<file path="src/rtl/fnd_pkg.sv">
// Shared types and segment codes for the FND result display.
// Segment byte layout is {dp,g,f,e,d,c,b,a}, active low (common anode).
package fnd_pkg;

  typedef logic [1:0] digit_idx_t;
  typedef logic [7:0] seg_t;

  localparam int unsigned NUM_DIGITS = 4;

  localparam seg_t SEG_0     = 8'hC0;
  localparam seg_t SEG_1     = 8'hF9;
  localparam seg_t SEG_2     = 8'hA4;
  localparam seg_t SEG_3     = 8'hB0;
  localparam seg_t SEG_4     = 8'h99;
  localparam seg_t SEG_5     = 8'h92;
  localparam seg_t SEG_6     = 8'h82;
  localparam seg_t SEG_7     = 8'hF8;
  localparam seg_t SEG_8     = 8'h80;
  localparam seg_t SEG_9     = 8'h90;
  localparam seg_t SEG_A     = 8'h88;
  localparam seg_t SEG_S     = 8'h92;
  localparam seg_t SEG_MINUS = 8'hBF;
  localparam seg_t SEG_BLANK = 8'hFF;

  // Symbol codes fed to the segment decoder beyond the decimal digits.
  localparam logic [3:0] CODE_A     = 4'd10;
  localparam logic [3:0] CODE_S     = 4'd11;
  localparam logic [3:0] CODE_MINUS = 4'd12;
  localparam logic [3:0] CODE_BLANK = 4'd15;

  // Active-low one-hot anode pattern for a digit index.
  function automatic logic [3:0] an_select(input digit_idx_t idx);
    return ~(4'b0001 << idx);
  endfunction

endpackage

</file>
<file path="src/rtl/fnd_seg_decoder.sv">
// Combinational symbol-code to seven-segment decoder; blank flag overrides the code.
module fnd_seg_decoder
  import fnd_pkg::*;
(
  input  logic [3:0] i_code,
  input  logic       i_blank,
  output seg_t       o_seg_c
);

  always_comb begin
    o_seg_c = SEG_BLANK;
    if (!i_blank) begin
      case (i_code)
        4'd0:       o_seg_c = SEG_0;
        4'd1:       o_seg_c = SEG_1;
        4'd2:       o_seg_c = SEG_2;
        4'd3:       o_seg_c = SEG_3;
        4'd4:       o_seg_c = SEG_4;
        4'd5:       o_seg_c = SEG_5;
        4'd6:       o_seg_c = SEG_6;
        4'd7:       o_seg_c = SEG_7;
        4'd8:       o_seg_c = SEG_8;
        4'd9:       o_seg_c = SEG_9;
        CODE_A:     o_seg_c = SEG_A;
        CODE_S:     o_seg_c = SEG_S;
        CODE_MINUS: o_seg_c = SEG_MINUS;
        default:    o_seg_c = SEG_BLANK;
      endcase
    end
  end

endmodule

</file>
<file path="src/rtl/fnd_result_display.sv">
// Latches the adder/subtractor result and scans it as signed decimal on a 4-digit FND.
// Optional overflow blink is enabled by defining FND_OVF_BLINK_EN.
module fnd_result_display
  import fnd_pkg::*;
#(
  parameter int unsigned CLK_DIV = 100000
`ifdef FND_OVF_BLINK_EN
  , parameter int unsigned BLINK_DIV = 256
`endif
) (
  input  logic       i_clk,
  input  logic       i_reset,
  input  logic       i_valid,
  input  logic [3:0] i_Sum,
  input  logic       i_Cout,
  input  logic       i_Mode,
  output logic [7:0] o_seg,
  output logic [3:0] o_an,
  output logic       o_busy
);

  localparam int unsigned PRE_W = $clog2(CLK_DIV);

  logic [PRE_W-1:0] r_pre;
  digit_idx_t       r_idx;
  logic [3:0]       r_sum;
  logic             r_cout;
  logic             r_mode;
  seg_t             r_seg;
  logic [3:0]       r_an;
  logic             r_busy;

  logic       w_tick;
  logic [4:0] w_mag;
  logic       w_neg;
  logic [1:0] w_tens;
  logic [3:0] w_ones;
  logic [3:0] w_code;
  logic       w_blank;
  logic       w_blink_off;
  seg_t       w_seg;

  assign w_tick = (r_pre == PRE_W'(CLK_DIV - 1));

  // Signed magnitude of the latched result.
  always_comb begin
    w_mag = 5'd0;
    w_neg = 1'b0;
    if (!r_mode) begin
      w_mag = {r_cout, r_sum};
    end else if (r_cout) begin
      w_mag = {1'b0, r_sum};
    end else begin
      w_mag = {1'b0, 4'(~r_sum + 4'd1)};
      w_neg = 1'b1;
    end
  end

  // Magnitude tops out at 30, so a three-step compare/subtract covers tens.
  always_comb begin
    w_tens = 2'd0;
    w_ones = w_mag[3:0];
    if (w_mag >= 5'd30) begin
      w_tens = 2'd3;
      w_ones = 4'(w_mag - 5'd30);
    end else if (w_mag >= 5'd20) begin
      w_tens = 2'd2;
      w_ones = 4'(w_mag - 5'd20);
    end else if (w_mag >= 5'd10) begin
      w_tens = 2'd1;
      w_ones = 4'(w_mag - 5'd10);
    end
  end

  always_comb begin
    w_code  = CODE_BLANK;
    w_blank = w_blink_off;
    case (r_idx)
      2'd3:    w_code = r_mode ? CODE_S : CODE_A;
      2'd2:    w_code = w_neg ? CODE_MINUS : CODE_BLANK;
      2'd1: begin
        w_code  = {2'b00, w_tens};
        w_blank = w_blink_off | (w_tens == 2'd0);
      end
      default: w_code = w_ones;
    endcase
  end

  fnd_seg_decoder u_dec (
    .i_code  (w_code),
    .i_blank (w_blank),
    .o_seg_c (w_seg)
  );

`ifdef FND_OVF_BLINK_EN
  localparam int unsigned BLK_W = (BLINK_DIV > 1) ? $clog2(BLINK_DIV) : 1;

  logic [BLK_W-1:0] r_blink_cnt;
  logic             r_blink_off;
  logic             w_ovf;

  assign w_ovf       = ~r_mode & r_cout;
  assign w_blink_off = r_blink_off;

  // Phase restarts "on" at each capture and only advances while overflowed.
  always_ff @(posedge i_clk) begin
    if (i_reset || i_valid || !w_ovf) begin
      r_blink_cnt <= '0;
      r_blink_off <= 1'b0;
    end else if (w_tick) begin
      if (r_blink_cnt == BLK_W'(BLINK_DIV - 1)) begin
        r_blink_cnt <= '0;
        r_blink_off <= ~r_blink_off;
      end else begin
        r_blink_cnt <= r_blink_cnt + BLK_W'(1);
      end
    end
  end
`else
  assign w_blink_off = 1'b0;
`endif

  // Capture, prescaler, digit index and registered display outputs.
  always_ff @(posedge i_clk) begin
    if (i_reset) begin
      r_pre  <= '0;
      r_idx  <= 2'd0;
      r_sum  <= 4'd0;
      r_cout <= 1'b0;
      r_mode <= 1'b0;
      r_seg  <= SEG_BLANK;
      r_an   <= 4'b1111;
      r_busy <= 1'b0;
    end else begin
      r_busy <= 1'b0;
      if (i_valid) begin
        r_sum  <= i_Sum;
        r_cout <= i_Cout;
        r_mode <= i_Mode;
      end
      if (w_tick) begin
        r_pre <= '0;
        r_idx <= r_idx + 2'd1;
        r_an  <= an_select(r_idx);
        r_seg <= w_seg;
      end else begin
        r_pre <= r_pre + PRE_W'(1);
      end
    end
  end

  assign o_seg  = r_seg;
  assign o_an   = r_an;
  assign o_busy = r_busy;

endmodule

</file>
<file path="config.mk">
export PLATFORM = sky130hd
export DESIGN_NAME = fnd_result_display
export DESIGN_NICKNAME = d
export VERILOG_FILES = /design/src/rtl/fnd_pkg.sv /design/src/rtl/fnd_seg_decoder.sv /design/src/rtl/fnd_result_display.sv
export SDC_FILE = /design/constraint.sdc
export NUM_CORES = 1
export LEC_CHECK = 0
export ABC_AREA = 1
export ABC_CLOCK_PERIOD_IN_PS = 3850
export BUFFER_PORTS_ARGS = -buffer_cell sky130_fd_sc_hd__buf_2
export CAP_MARGIN = 40
export CORE_MARGIN = 1
export CORE_UTILIZATION = 30
export DETAILED_ROUTE_END_ITERATION = 8
export GPL_ROUTABILITY_DRIVEN = 0
export PLACE_DENSITY = 0.53
export SLEW_MARGIN = 5
export SYNTH_ARGS = -nofsm -noshare
export SYNTH_HDL_FRONTEND = slang
export SYNTH_HIERARCHICAL = 1
export SYNTH_SLANG_ARGS = --single-unit
</file>
<file path="constraint.sdc">
create_clock -name i_clk -period 3.85 [get_ports i_clk]
set_clock_uncertainty 0.1 [all_clocks]
set_input_delay 0.5775 -clock i_clk [delete_from_list [all_inputs] [get_ports i_clk]]
set_output_delay 0.5775 -clock i_clk [all_outputs]
set_load 0.02 [all_outputs]
</file>
==> impl_metrics.ini <==
[outcome]
run_status = complete, no violations

[cts]
cts_root_buffer = clkbuf_8
numCtsBuffers = 5
cts_tree = built
cts-htree-levels = 2
clk_pin_slew_ps = 80
clkSinkCount = 37
postCtsResizedCells = 0
cts_max_path_buffers = 2
clock_latency_ps = 280
ctsHoldBuffers = 0
cts.repair_timing.setup_buffer_count = 0

[global_route]
globalRouteOverflowTotal = 0
maximum_number_of_pins_on_one_net_before_global_route_repair = 18
groute.usage.overall = 0.1304
grt_first_pass_wirelength_um = 7893
first_global_vias = 1844
antenna_violations_before_repair = 0

[timing]
timing_max_transition_violations_final = 0
timing.setup.tns_ps = 0
timing.final.crit_share = 0.8255
unrepaired_setup_endpoints_after_global_routing = false
post-route-min-period_ps = 3178
worst_slew_margin_rel = 0.6162
max_slew.worst_pin.slew_ps = 574.0
final_hold_vio_count = 0
fmax_ghz = 0.3147
setup_slack_ps = 671.9
final_setup_violation_count = 0

[route]
drt-initial-drc-count = 76
remaining_drc_errors = 0
route.final.wire_length_um = 4532
vias_per_cell = 4.416
drt-wirelength-per-cell_um = 10.14
num_vias = 1974
drt_pre_antenna_iters = 4
number_of_nets_still_failing_antenna_checks_after_routing = 0

[yosys]
synthesis.nets = 353
synth_sequential_area_ratio = 0.3328
ys_seq_elements = 37
netlist_top_cells_area = dfxtp_1 (33%), nand2_1 (14%), ha_1 (9.6%), inv_1 (6.9%), nand3_1 (5.8%)
ys.warnings.count = 6
area_fraction_of_the_dominant_cell_type_after_synthesis = 0.3328
synthesis.area_per_instance_um2 = 6.807
netlist.top_cell.by_area = dfxtp_1
synth.lib_cells_used.distinct = 35
syn-instance-count = 327
netlist_area_mm2 = 0.002226

[run]
cap_viol_max_count = 0

[layout]
finish.net_count = 373
layout-drive-gt1-share = 0.1494
area_growth_pct = 13.32
most_used_cells_in_the_layout_excluding_fill_and_tap_cells = nand2_1 (84), inv_1 (41), dfxtp_1 (37)
finalInstanceArea_mm2 = 0.002522
fillCellCount = 812
diodes = 0
mostFrequentLayoutCell = nand2_1

[die]
floorplan.initialDensity = 0.3085
die_outline_area_mm2 = 0.007768
die_width_um = 88.14
floorplan.rows = 31
core_region_area_mm2 = 0.007214
die_y_um = 88.14
io_pins = 22

[power_and_ir_drop]
power.share.combinational = 0.178
clkPwrFrac = 0.387
power.density_cell_area_mw_per_mm2 = 359.7
net-switching-power_mw = 0.2526
p_sw_frac = 0.2784
p_int_mw = 0.6548
ir_drop_v = 0.0001382
sequential_power_share = 0.434
cellLeakagePower_nw = 1.172

[worst_setup_path]
worst-endpoint-required_ps = 3900
timing.setup.critical_path_class = flip-flop to flip-flop
critPathMostFrequentCell = nand2_1
worstSetupEndpointType = flip-flop
crit_path_max_incr_delay_ps = 350
worst-endpoint-arrival_ps = 3230
worst_setup_path_start_kind = flip-flop
biggest_fanout_along_the_worst_timing_path = 6
worst_path_max_delay_cell = dfxtp_1
worstPathCellList = inv_1 > ha_1 > nor2_1 > nand2_1 > nand2_2 > inv_1 > ha_1 > nand2_1 > nand3_1 > nand2_2 > nand2_1 > nand2_1 > nand2_1 > a31oi_1 > inv_1 > ha_1 > a21oi_1 > o21bai_1 > nand2_1 > nand3_1

[place]
place_area_mm2 = 0.002406
pre_cts_slack_ps = 677.3
number_of_i_o_port_buffers = 20
detailed_place_hpwl_um = 3488

[worst_hold_path]
timing.hold.worst.class = flip-flop to flip-flop
cells in the mapped netlist (all sizes together):
library cell and n:
and3 1, nor4 2, inv 46, conb 2
o21ai 21, or2 6, nand3 28, a211oi 1
clkbuf 2, ha 17, nor3 9, o21bai 1
xor2 2, o21a 1, a21oi 22, nor2 27
a31oi 1, nand2 92, buf 6, dfxtp 37
nor3b 1, nand4 2
state kept, by name (all words and copies together) (netlist names):
| name | cells |
|---|---|
| o_an | 4 |
| o_seg | 8 |
| r_cout | 1 |
| r_idx | 2 |
| r_mode | 1 |
| r_pre | 17 |
| r_sum | 4 |
power groups by stage:
stage | logic (mW) | clock network [mW] | registers (mW)
2_1_floorplan | 0.137 | 0 | 0.402
3_3_place_gp | 0.162 | 0 | 0.403
3_5_place_dp | 0.163 | 0 | 0.403
4_1_cts | 0.163 | 0.363 | 0.394
5_1_grt | 0.191 | 0.382 | 0.395
6_report | 0.162 | 0.351 | 0.394
critical path: cells and delay by family (launching register included):
| kind | cells | cell delay (ps) |
|---|---|---|
| and+or+nand+nor | 11 | 910 |
| adders and majority gates | 3 | 780 |
| AOI/OAI and AO/OA | 3 | 540 |
| DFF | 1 | 350 |
| buffers and inverters | 3 | 370 |
worst paths after layout:
check / startpoint / end / slack (ps) / cells after the start
setup / recovery: r_sum[0] / o_seg[1] / 670 / 20
hold reg to reg: r_pre[0] / r_pre[0] / 350 / 1
hold / removal: r_pre[0] / r_pre[0] / 350 / 1
setup reg to reg: r_sum[0] / o_seg[1] / 670 / 20
per-stage QoR:
step | std cells | util | total power, mW | hold slack, ps
after floorplan | 327 | - | 0.5387 | 317.5
after global placement | 439 | 0.3335 | 0.5655 | 334.3
after detailed placement | 439 | 0.3335 | 0.5659 | 346.8
after CTS | 447 | 0.3496 | 0.9202 | 358.3
after global routing | 447 | 0.3496 | 0.9678 | 400.6
final | 447 | 0.3496 | 0.9074 | 354.4
per-layer routing:
layer / vias to the layer above / global-route usage / wire length, um
met4: 0 / 0.04545 / 30
met3: 2 / 0.03110 / 80
li1: 1077 / - / -
met5: - / 0 / 0
met1: 882 / 0.1493 / 2192
met2: 13 / 0.2361 / 2228
final cells by class:
cell class,instances,area (um2),area share
clock buffer,7,86.33,0.03423
clock inverter,1,30.03,0.01190
tap,99,123.9,0.04911
inverter,46,172.7,0.06845
sequential,37,740.7,0.2937
multi-input combinational,236,1261,0.5000
timing repair buffer,21,107.6,0.04266
logic make-up after synthesis:
group,Yosys count,synth area share
DFF,37,0.3328
adders and majority gates,17,0.09556
buffers and inverters,54,0.1006
xor gates and xnor gates,2,0.007871
other,2,0.003374
and+or+nand+nor,168,0.3446
AOI/OAI and AO/OA,47,0.1152
Note: power is estimated with default switching activity, not from simulation.
